`config.mk`:
```
export PLATFORM = sky130hd
export DESIGN_NAME = bitcount_arbiter
export DESIGN_NICKNAME = d
export VERILOG_FILES = /design/src/rtl/bitcount_arbiter.sv
export SDC_FILE = /design/constraint.sdc
export NUM_CORES = 1
export LEC_CHECK = 0
export CAP_MARGIN = 20
export CORE_MARGIN = 1
export CORE_UTILIZATION = 40
export DETAILED_ROUTE_END_ITERATION = 6
export HOLD_SLACK_MARGIN = 0.02
export PLACE_DENSITY = 0.8
export REMOVE_ABC_BUFFERS = 1
export SYNTH_ARGS = -nofsm -noshare
export SYNTH_HDL_FRONTEND = slang
export SYNTH_SLANG_ARGS = --single-unit
```
`constraint.sdc`:
```
create_clock -name clock -period 1.8 [get_ports clock]
set_input_delay 0.36 -clock clock [delete_from_list [all_inputs] [get_ports clock]]
set_output_delay 0.36 -clock clock [all_outputs]
set_load 0.01 [all_outputs]
```
`src/rtl/bitcount_arbiter.sv`:
```
// rtl/bitcount_arbiter.sv - round-robin sharing of one bit-counter between N requesters
// Latches the winner's operand, sequences load/start/done and returns the count with a watchdog.
module bitcount_arbiter #(
  parameter int N       = 4,
  parameter int W       = 8,
  parameter int CW      = $clog2(W + 1),
  parameter int TIMEOUT = 16
) (
  input  logic                 clock,
  input  logic                 reset,
  input  logic [N-1:0]         req,
  input  logic [N*W-1:0]       data_in,
  output logic [N-1:0]         gnt,
  output logic [CW-1:0]        result,
  output logic [$clog2(N)-1:0] result_id,
  output logic                 result_valid,
  output logic                 error,
  output logic                 busy,
  output logic                 bc_s,
  output logic [W-1:0]         bc_data,
  input  logic                 bc_done,
  input  logic [CW-1:0]        bc_result
);

  localparam int IW  = $clog2(N);
  localparam int WDW = $clog2(TIMEOUT);

  localparam logic [2:0] S_IDLE    = 3'd0;
  localparam logic [2:0] S_LOAD    = 3'd1;
  localparam logic [2:0] S_RUN     = 3'd2;
  localparam logic [2:0] S_DONE    = 3'd3;
  localparam logic [2:0] S_RELEASE = 3'd4;

  logic [2:0]     state;
  logic [IW-1:0]  ptr;
  logic [IW-1:0]  id_reg;
  logic [W-1:0]   op_reg;
  logic [CW-1:0]  res_reg;
  logic           err;
  logic [WDW-1:0] wdog;

  logic [W-1:0]   ops [N];
  logic           win_found;
  logic [IW-1:0]  win_id;
  logic [IW-1:0]  cand;

  for (genvar g = 0; g < N; g++) begin : g_ops
    assign ops[g] = data_in[g*W +: W];
  end

  // First asserted request at or above ptr, wrapping modulo N.
  always_comb begin
    win_found = 1'b0;
    win_id    = '0;
    cand      = '0;
    for (int k = 0; k < N; k++) begin
      cand = IW'((int'(ptr) + k) % N);
      if (!win_found && req[cand]) begin
        win_found = 1'b1;
        win_id    = cand;
      end
    end
  end

  always_ff @(posedge clock or posedge reset) begin
    if (reset) begin
      state   <= S_IDLE;
      ptr     <= '0;
      id_reg  <= '0;
      op_reg  <= '0;
      res_reg <= '0;
      err     <= 1'b0;
      wdog    <= '0;
    end else begin
      case (state)
        S_IDLE: begin
          if (win_found) begin
            id_reg <= win_id;
            op_reg <= ops[win_id];
            state  <= S_LOAD;
          end
        end
        S_LOAD: begin
          wdog  <= '0;
          state <= S_RUN;
        end
        S_RUN: begin
          // A done seen on the expiry cycle still counts as a good result.
          if (bc_done) begin
            res_reg <= bc_result;
            err     <= 1'b0;
            state   <= S_DONE;
          end else if (wdog == WDW'(TIMEOUT - 1)) begin
            res_reg <= '0;
            err     <= 1'b1;
            state   <= S_DONE;
          end else begin
            wdog <= wdog + WDW'(1);
          end
        end
        S_DONE: begin
          ptr   <= (id_reg == IW'(N - 1)) ? '0 : id_reg + IW'(1);
          state <= S_RELEASE;
        end
        S_RELEASE: begin
          if (!bc_done) state <= S_IDLE;
        end
        default: state <= S_IDLE;
      endcase
    end
  end

  always_comb begin
    gnt = '0;
    gnt[id_reg] = (state == S_DONE);
  end

  assign result_valid = (state == S_DONE);
  assign error        = (state == S_DONE) && err;
  assign result       = res_reg;
  assign result_id    = id_reg;
  assign busy         = (state != S_IDLE);
  assign bc_s         = (state == S_RUN);
  assign bc_data      = op_reg;

endmodule

```
==> Implementation_results.wiki, run 1 <==
{| class="wikitable"
! Metric !! Value
|-
| Total of max-cap violations || 0
|-
| Antenna Violating Nets Remaining || 0
|-
| Dpl cells || 253
|-
| Worst-case vdd ir drop || 0.6973 mV
|-
| Leading cell types by total area after synthesis || sky130_fd_sc_hd__dfrtp_1 44%, sky130_fd_sc_hd__mux2i_1 12%, sky130_fd_sc_hd__nand2_1 5.2%
|-
| Largest fanout on the critical path || 9
|-
| Met3 usage || 1.066%
|-
| # rows || 20
|-
| Startpoint class of the critical path || input pin
|-
| Yosys top cell area share || 44.04%
|-
| Iteration-0 DRC Markers || 37
|-
| Longest Clk Path Bufs || 2
|-
| Total inserted antenna cells || 0
|-
| GRT Residual Overflow || 0
|-
| Die Height || 60.39 um
|-
| Cell variety after synth || 34
|-
| Simple-gate share of the synthesized area || 15.87%
|-
| Synth Instances || 134
|-
| Area share of fa/ha/maj cells after synthesis || 4.587%
|-
| Vias || 1382
|-
| Final-stage net count || 267
|-
| Area of the die || 0.003647 mm2
|-
| Number of buffers inserted by port buffering || 64
|-
| Post-layout minimum cycle time || 1766 ps
|-
| Chain of cells forming the critical path || clkdlybuf4s50_1 > buf_4 > nor2_1 > a2bb2o_2 > or2_0 > buf_6 > o221ai_1
|-
| Buffer type at the clock tree root || sky130_fd_sc_hd__clkbuf_4
|-
| Initial antenna violation count || 0
|-
| Buf+Inv Stages, Crit Path || 3
|-
| Proportion of synthesized chip area in sequential cells || 44.04%
|-
| Comb pwr share || 60.7%
|-
| Filler-free cell count of the finished design || 262
|-
| Starting utilization of the core area || 43.25%
|-
| Clock tree from TritonCTS || yes
|-
| Terminus of the critical flop-to-flop path || wdog[3]
|-
| Final routed wirelength across all metal layers || 4.073 mm
|-
| Compound-Gate Fraction of Synth Area || 17.16%
|-
| Part of the power in registers || 30.5%
|-
| Clock transition time at the flip-flop clock pins of the worst setup and hold paths || 130 ps
|-
| Wire length of the first global-routing pass || 5.982 mm
|-
| Vias in the first global route || 1355
|-
| Fin crit share || 98.13%
|-
| Syn_area_per_cell || 10.18 um2
|-
| Internal power || 1.915 mW
|-
| TritonRoute pass-1 iters || 4
|-
| Worst setup skew after layout || 1.601 ps
|-
| GRT Total Usage || 22.17%
|-
| Final estimated routing congestion in global placement || 0.7870
|-
| Gr busiest metal || met2
|-
| Largest net degree at the start of global routing || 25
|-
| Slack of the critical path || 33.72 ps
|-
| Clock sink count || 24
|-
| Outcome || finished, final reports clean
|-
| Dominant cell type by area after synthesis || sky130_fd_sc_hd__dfrtp_1
|-
| Length in cells of the worst reg-to-reg path || 5
|-
| Maximum clock frequency || 566.2 MHz
|-
| Crit end category || register
|-
| Synthesized-area fraction occupied by xor and xnor cells || 0.6422%
|-
| Post-synthesis mux area share || 11.74%
|-
| Cell Area, Synth || 0.001364 mm2
|-
| Hpwl dp || 3.022 mm
|-
| Number of synthesis warnings || 0
|-
| Least-Margin Pin Slew || 329.3 ps
|-
| Path type of the worst min-delay path || in2async
|-
| Sw frac || 39.77%
|-
| Number of primary I/O pins || 65
|-
| Clock power frac || 8.8%
|-
| Top FF cell, synth || sky130_fd_sc_hd__dfrtp_1
|-
| Remaining design rule violation count || 0
|-
| Crit Path Category || in2reg
|-
| Leak || 1.066 nW
|-
| Cell class contributing the biggest share of worst-path delay || buffers and inverters
|-
| Net switching power of the design || 1.265 mW
|-
| Final setup viols || 0
|-
| Reg-to-Reg Start || wdog[0]
|-
| Proportion of synthesized flip-flops having asynchronous set or reset || 100.0%
|-
| Power density over the cells || 1412 mW/mm2
|-
| Minimum setup slack after placement || -253.5 ps
|-
| Post-DR wirelength/cell || 15.55 um
|-
| Die width || 60.39 um
|-
| Main combinational cell family by area after synthesis || compound AO/OA/AOI/OAI gates
|-
| Post-synth EDFFs || 0
|-
| Cts bufs inserted || 3
|-
| Count of pins over their slew limit || 0
|-
| Core box area || 0.003153 mm2
|-
| Max-Slew Margin vs Limit || 77.48%
|-
| Worst endpoint data arrival time || 1990 ps
|-
| Clock latency on the worst-skew pair || 310 ps
|-
| Met1 Track Usage GR || 26.75%
|-
| Area grow syn2layout || 65.14%
|-
| Number of flip-flops and latches in the synthesized netlist || 24
|-
| Maximum level of the CTS H-tree || 1
|-
| Vias per Instance || 5.275
|-
| Cell type of the slowest stage on the worst timing path || sky130_fd_sc_hd__clkdlybuf4s50_1
|-
| Post-layout power || 3.180 mW
|-
| R2R Setup Slk || 140 ps
|-
| WP depth || 7
|-
| Layout cells sized above 1 || 22.02%
|-
| Global Route met2 Usage || 41.13%
|-
| Slowest stage delay, CP || 480 ps
|-
| Number of hold-slack violations in the final timing report || 0
|-
| Worst endpoint required time || 2020 ps
|}
==> cell usage in the layout, fill, tap and decap left out, types with 2 or more instances in the layout <==
cell type | netlist | routed
sky130_fd_sc_hd__clkdlybuf4s50_1 | 0 | 55
sky130_fd_sc_hd__dfrtp_1 | 24 | 22
sky130_fd_sc_hd__buf_4 | 0 | 18
sky130_fd_sc_hd__nand2_1 | 19 | 17
sky130_fd_sc_hd__mux2i_1 | 16 | 16
sky130_fd_sc_hd__o221ai_1 | 8 | 8
sky130_fd_sc_hd__inv_1 | 7 | 6
sky130_fd_sc_hd__o21ai_0 | 6 | 6
sky130_fd_sc_hd__nor2_1 | 7 | 5
sky130_fd_sc_hd__a22o_1 | 5 | 5
sky130_fd_sc_hd__and2_1 | 5 | 5
sky130_fd_sc_hd__ha_1 | 5 | 5
sky130_fd_sc_hd__clkbuf_2 | 0 | 5
sky130_fd_sc_hd__inv_2 | 2 | 3
sky130_fd_sc_hd__clkbuf_4 | 0 | 3
sky130_fd_sc_hd__nand2_2 | 0 | 2
sky130_fd_sc_hd__o21ai_1 | 2 | 2
sky130_fd_sc_hd__a21oi_1 | 3 | 2
sky130_fd_sc_hd__clkdlybuf4s15_1 | 0 | 2
sky130_fd_sc_hd__dfrtp_2 | 0 | 2
==> metrics by stage <==
stage               setup TNS, ps  hold WS (ps)  utilization, %  cell area (um2)
global route               -337.3         436.3           71.43             2252
finish                          0         396.3           71.43             2252
detailed placement          -2106         473.9           68.21             2151
global placement            -1567         469.8           68.21             2151
CTS                             0         394.9           69.84             2202
floorplan                   -4551         374.6               -             1316
==> flip-flops by register name, indices dropped and copies added, names as in the netlist <==
register	count
bc_data	8
err	1
ptr	2
result	4
result_id	2
state	3
wdog	4
==> timing repair <==
action                     4_1_cts  5_1_grt
setup endpoints to repair        8       16
pin swaps                        1        2
buffers inserted                 1        3
gates cloned                     0        1
gates resized for setup         17       18
hold buffers                     0        0
==> cell type report <==
type	instances	area, um2
Clock buffer	4	36.28
Fill cell	234	900.9
Inverter	9	33.78
Multi-Input combinational cell	96	729.5
Sequential cell	24	603.1
Tap cell	44	55.05
Timing Repair Buffer	85	794.5
==> per-layer routing <==
| metal | vias to the layer above | wire length, um |
|---|---|---|
| li1 | 657 | - |
| met1 | 680 | 1604 |
| met2 | 37 | 2256 |
| met3 | 8 | 126 |
| met4 | 0 | 85 |
| met5 | - | 0 |
==> synthesized netlist by cell type, types with 2 or more instances <==
library cell                n
sky130_fd_sc_hd__a21oi_1    3
sky130_fd_sc_hd__a22o_1     5
sky130_fd_sc_hd__and2_1     5
sky130_fd_sc_hd__buf_2      2
sky130_fd_sc_hd__buf_6      2
sky130_fd_sc_hd__dfrtp_1   24
sky130_fd_sc_hd__ha_1       5
sky130_fd_sc_hd__inv_1      7
sky130_fd_sc_hd__inv_2      2
sky130_fd_sc_hd__mux2i_1   16
sky130_fd_sc_hd__nand2_1   19
sky130_fd_sc_hd__nand3_1    2
sky130_fd_sc_hd__nor2_1     7
sky130_fd_sc_hd__nor3_1     2
sky130_fd_sc_hd__o21ai_0    6
sky130_fd_sc_hd__o21ai_1    2
sky130_fd_sc_hd__o221ai_1   8
==> logic make-up (layout without fill, tap and decap cells) <==
family	Yosys count	in the layout
flops	24	24
buf+inv	14	98
fa+ha+maj	5	5
simple gates	43	43
xor+xnor	1	1
mux	16	16
compound gates	31	31
==> power by group through the flow <==
| stage | Sequential (mW) | Clock (mW) | Combinational, mW |
|---|---|---|---|
| CTS | 0.948 | 0.285 | 1.83 |
| floorplan | 1.02 | 0 | 0.823 |
| global placement | 0.937 | 0 | 1.73 |
| global route | 0.992 | 0.301 | 2.11 |
| detailed placement | 0.953 | 0 | 1.81 |
| finish | 0.971 | 0.279 | 1.93 |
==> worst register-to-register path, stage by stage, from the launching register on <==
cell and delay, ps:
sky130_fd_sc_hd__dfrtp_1 430, sky130_fd_sc_hd__ha_1 260, sky130_fd_sc_hd__a31oi_2 310, sky130_fd_sc_hd__and4_1 260, sky130_fd_sc_hd__o21ai_1 70, sky130_fd_sc_hd__a22o_1 240
==> how the worst max path moves through the flow <==
| stage | endpoint | slack, ps | startpoint |
|---|---|---|---|
| global placement | bc_data[2] | -190 | req[2] |
| detailed placement | bc_data[0] | -250 | req[0] |
| floorplan | bc_data[2] | -550 | ptr[0] |
| CTS | bc_s | 9 | state[0] |
| global route | bc_data[0] | -100 | req[1] |
| finish | bc_data[0] | 30 | req[1] |
Note: power is estimated with default switching activity, not from simulation.
==> run 2: changes to the inputs <==
GPL_TIMING_DRIVEN = 0   (was unset)
==> Implementation_results.wiki, run 2 (synthesis results as in run 1) <==
{| class="wikitable"
! Metric !! Value
|-
| Max-Slew Margin vs Limit || 40.60% (was 77.48%)
|-
| Crit end category || output port (was register)
|-
| Uppermost routed layer || met4 (unchanged)
|-
| Slowest stage delay, CP || 420 ps (was 480 ps)
|-
| Summed negative setup slack over all endpoints || 0 ps (unchanged)
|-
| Worst setup skew after layout || 7.340 ps (was 1.601 ps)
|-
| GRT Residual Overflow || 0 (unchanged)
|-
| Worst slack on hold paths || 514.8 ps (was 396.3 ps)
|-
| WP depth || 5 (was 7)
|-
| Largest net degree at the start of global routing || 25 (unchanged)
|-
| Core box area || 0.003153 mm2 (unchanged)
|-
| Wire length of the first global-routing pass || 5.975 mm (was 5.982 mm)
|-
| Startpoint class of the critical path || register (was input pin)
|-
| Layout cells sized above 1 || 24.88% (was 22.02%)
|-
| Hpwl dp || 2.758 mm (was 3.022 mm)
|-
| Commonest cells after routing, fill and taps aside || 51 x sky130_fd_sc_hd__clkdlybuf4s50_1, 20 x sky130_fd_sc_hd__dfrtp_1, 16 x sky130_fd_sc_hd__mux2i_1, 16 x sky130_fd_sc_hd__nand2_1, 13 x sky130_fd_sc_hd__buf_4 (was 55 x sky130_fd_sc_hd__clkdlybuf4s50_1, 22 x sky130_fd_sc_hd__dfrtp_1, 18 x sky130_fd_sc_hd__buf_4, 17 x sky130_fd_sc_hd__nand2_1, 16 x sky130_fd_sc_hd__mux2i_1)
|-
| Final setup viols || 0 (unchanged)
|-
| Antenna Violating Nets Remaining || 0 (unchanged)
|-
| # rows || 20 (unchanged)
|-
| Reg-to-Reg Start || wdog[0] (unchanged)
|-
| Post-DR wirelength/cell || 16.33 um (was 15.55 um)
|-
| Total of max-cap violations || 0 (unchanged)
|-
| Cell class contributing the biggest share of worst-path delay || flip-flops (was buffers and inverters)
|-
| Buf+Inv Stages, Crit Path || 3 (unchanged)
|-
| Vias per Instance || 5.276 (was 5.275)
|-
| End point of the critical path || gnt[2] (was bc_data[0])
|-
| R2R Setup Slk || 170 ps (was 140 ps)
|-
| DR WL met3 || 124 um (was 126 um)
|-
| GRT Total Usage || 22.50% (was 22.17%)
|-
| TritonRoute pass-1 iters || 4 (unchanged)
|-
| Cell type of the slowest stage on the worst timing path || sky130_fd_sc_hd__dfrtp_1 (was sky130_fd_sc_hd__clkdlybuf4s50_1)
|-
| Cts bufs inserted || 3 (unchanged)
|-
| Fin crit share || 99.74% (was 98.13%)
|-
| Routed metal-1 wire length || 1.592 mm (was 1.604 mm)
|-
| Worst endpoint required time || 1440 ps (was 2020 ps)
|-
| Maximum level of the CTS H-tree || 1 (unchanged)
|-
| Flip-flop count of the largest register after layout || 8 (unchanged)
|-
| Post-layout minimum cycle time || 1795 ps (was 1766 ps)
|-
| Path type of the worst min-delay path || in2async (unchanged)
|-
| Area grow syn2layout || 72.75% (was 65.14%)
|-
| Most Frequent Cell on Critical Path || sky130_fd_sc_hd__buf_6
|-
| Clock latency on the worst-skew pair || 330 ps (was 310 ps)
|-
| Remaining design rule violation count || 0 (unchanged)
|-
| Total inserted antenna cells || 0 (unchanged)
|-
| Outcome || finished, final reports clean (unchanged)
|-
| Vias in the first global route || 1425 (was 1355)
|-
| Initial antenna violation count || 0 (unchanged)
|-
| Launching element of the worst setup path || result_id[1] (was req[1])
|-
| Leak || 1.108 nW (was 1.066 nW)
|-
| Leading cell type in the layout, fill and taps excluded || sky130_fd_sc_hd__clkdlybuf4s50_1 (unchanged)
|-
| Number of hold-slack violations in the final timing report || 0 (unchanged)
|-
| Length in cells of the worst reg-to-reg path || 5 (unchanged)
|-
| Largest fanout on the critical path || 2 (was 9)
|-
| Maximum clock frequency || 557.0 MHz (was 566.2 MHz)
|-
| Worst-case vdd ir drop || 0.6499 mV (was 0.6973 mV)
|-
| Area of the die || 0.003647 mm2 (unchanged)
|-
| Power density over the cells || 1503 mW/mm2 (was 1412 mW/mm2)
|-
| Count of pins over their slew limit || 0 (unchanged)
|-
| Iteration-0 DRC Markers || 44 (was 37)
|-
| Chain of cells forming the critical path || buf_6 > buf_4 > ha_4 > and2_4 > buf_6 (was clkdlybuf4s50_1 > buf_4 > nor2_1 > a2bb2o_2 > or2_0 > buf_6 > o221ai_1)
|-
| Final routed wirelength across all metal layers || 4.263 mm (was 4.073 mm)
|-
| Crit Path Category || reg2out (was in2reg)
|-
| Final estimated routing congestion in global placement || 0.7860 (was 0.7870)
|-
| Number of buffers inserted by port buffering || 64 (unchanged)
|-
| Filler instances || 227 (was 234)
|-
| Longest Clk Path Bufs || 2 (unchanged)
|-
| Buffer type at the clock tree root || sky130_fd_sc_hd__clkbuf_4 (unchanged)
|-
| Die width || 60.39 um (unchanged)
|-
| Total length of routed met2 wires || 2.404 mm (was 2.256 mm)
|-
| Terminus of the critical flop-to-flop path || wdog[1] (was wdog[3])
|-
| CTS Hold Buffers Added || 0 (unchanged)
|-
| Least-Margin Pin Slew || 890.0 ps (was 329.3 ps)
|-
| Clock transition time at the flip-flop clock pins of the worst setup and hold paths || 140 ps (was 130 ps)
|-
| Clock tree from TritonCTS || yes (unchanged)
|-
| Number of primary I/O pins || 65 (unchanged)
|-
| Clock sink count || 24 (unchanged)
|-
| Final-stage net count || 266 (was 267)
|-
| Worst endpoint data arrival time || 1440 ps (was 1990 ps)
|-
| Die Height || 60.39 um (unchanged)
|-
| Starting utilization of the core area || 43.25% (unchanged)
|-
| Vias || 1377 (was 1382)
|-
| RSZ-0062 raised after global routing || true
|}
==> run 2: changes by cell type in the layout (fill, tap and decap cells not counted), moves of 3 or more <==
cell	delta
sky130_fd_sc_hd__buf_6	+6
sky130_fd_sc_hd__buf_4	-5
sky130_fd_sc_hd__dlygate4sd2_1	+5
sky130_fd_sc_hd__clkdlybuf4s50_1	-4
sky130_fd_sc_hd__clkbuf_2	-3
==> run 2: metrics by stage <==
| stage | utilization, % | std cells | power, mW | setup slack, ps | instance area, um2 |
|---|---|---|---|---|---|
| finish | 74.72 | 261 | 3.542 | 4.606 | 2356 |
| global route | 74.72 | 261 | 3.744 | -46.30 | 2356 |
| CTS | 71.15 | 255 | 3.269 | -24.84 | 2243 |
| global placement | 63.81 | 237 | 2.507 | -1426 | 2012 |
| floorplan | - | 129 | 1.841 | -546.9 | 1316 |
| detailed placement | 64.48 | 238 | 2.588 | -822.0 | 2033 |
==> run 2: timing repair <==
action	CTS	global route
pin swaps	2	7
gates resized for setup	46	17
setup endpoints to repair	19	17
buffers inserted	13	6
==> run 2: area by class of cell <==
type | count | area [um2] | share of cell area (%)
Sequential cell | 24 | 605.6 | 25.70
Inverter | 9 | 33.78 | 1.434
Timing Repair Buffer | 84 | 813.3 | 34.52
Clock inverter | 1 | 30.03 | 1.275
Tap cell | 44 | 55.05 | 2.337
Clock buffer | 3 | 22.52 | 0.9559
Multi-Input combinational cell | 96 | 795.8 | 33.78
==> run 2: where the power goes <==
part,internal (mW),total (mW),switching (mW)
Sequential,0.784,0.976,0.193
Combinational,1.15,2.16,1.01
Clock,0.225,0.401,0.175
==> run 2: layer usage <==
metal	vias up	GRT usage, %
met2	44	43.64
met4	0	12.62
li1	651	-
met1	670	23.63
met3	12	1.706
met5	-	0
==> run 2: how the worst min path moves through the flow <==
stage,start,cells after the start,slack (ps),end
2_1_floorplan,reset,1,370,bc_data[0]
3_3_place_gp,bc_data[3],2,480,bc_data[3]
3_5_place_dp,bc_data[5],2,480,bc_data[5]
4_1_cts,bc_data[5],2,510,bc_data[5]
5_1_grt,bc_data[5],2,530,bc_data[5]
6_report,reset,2,510,result_id[1]
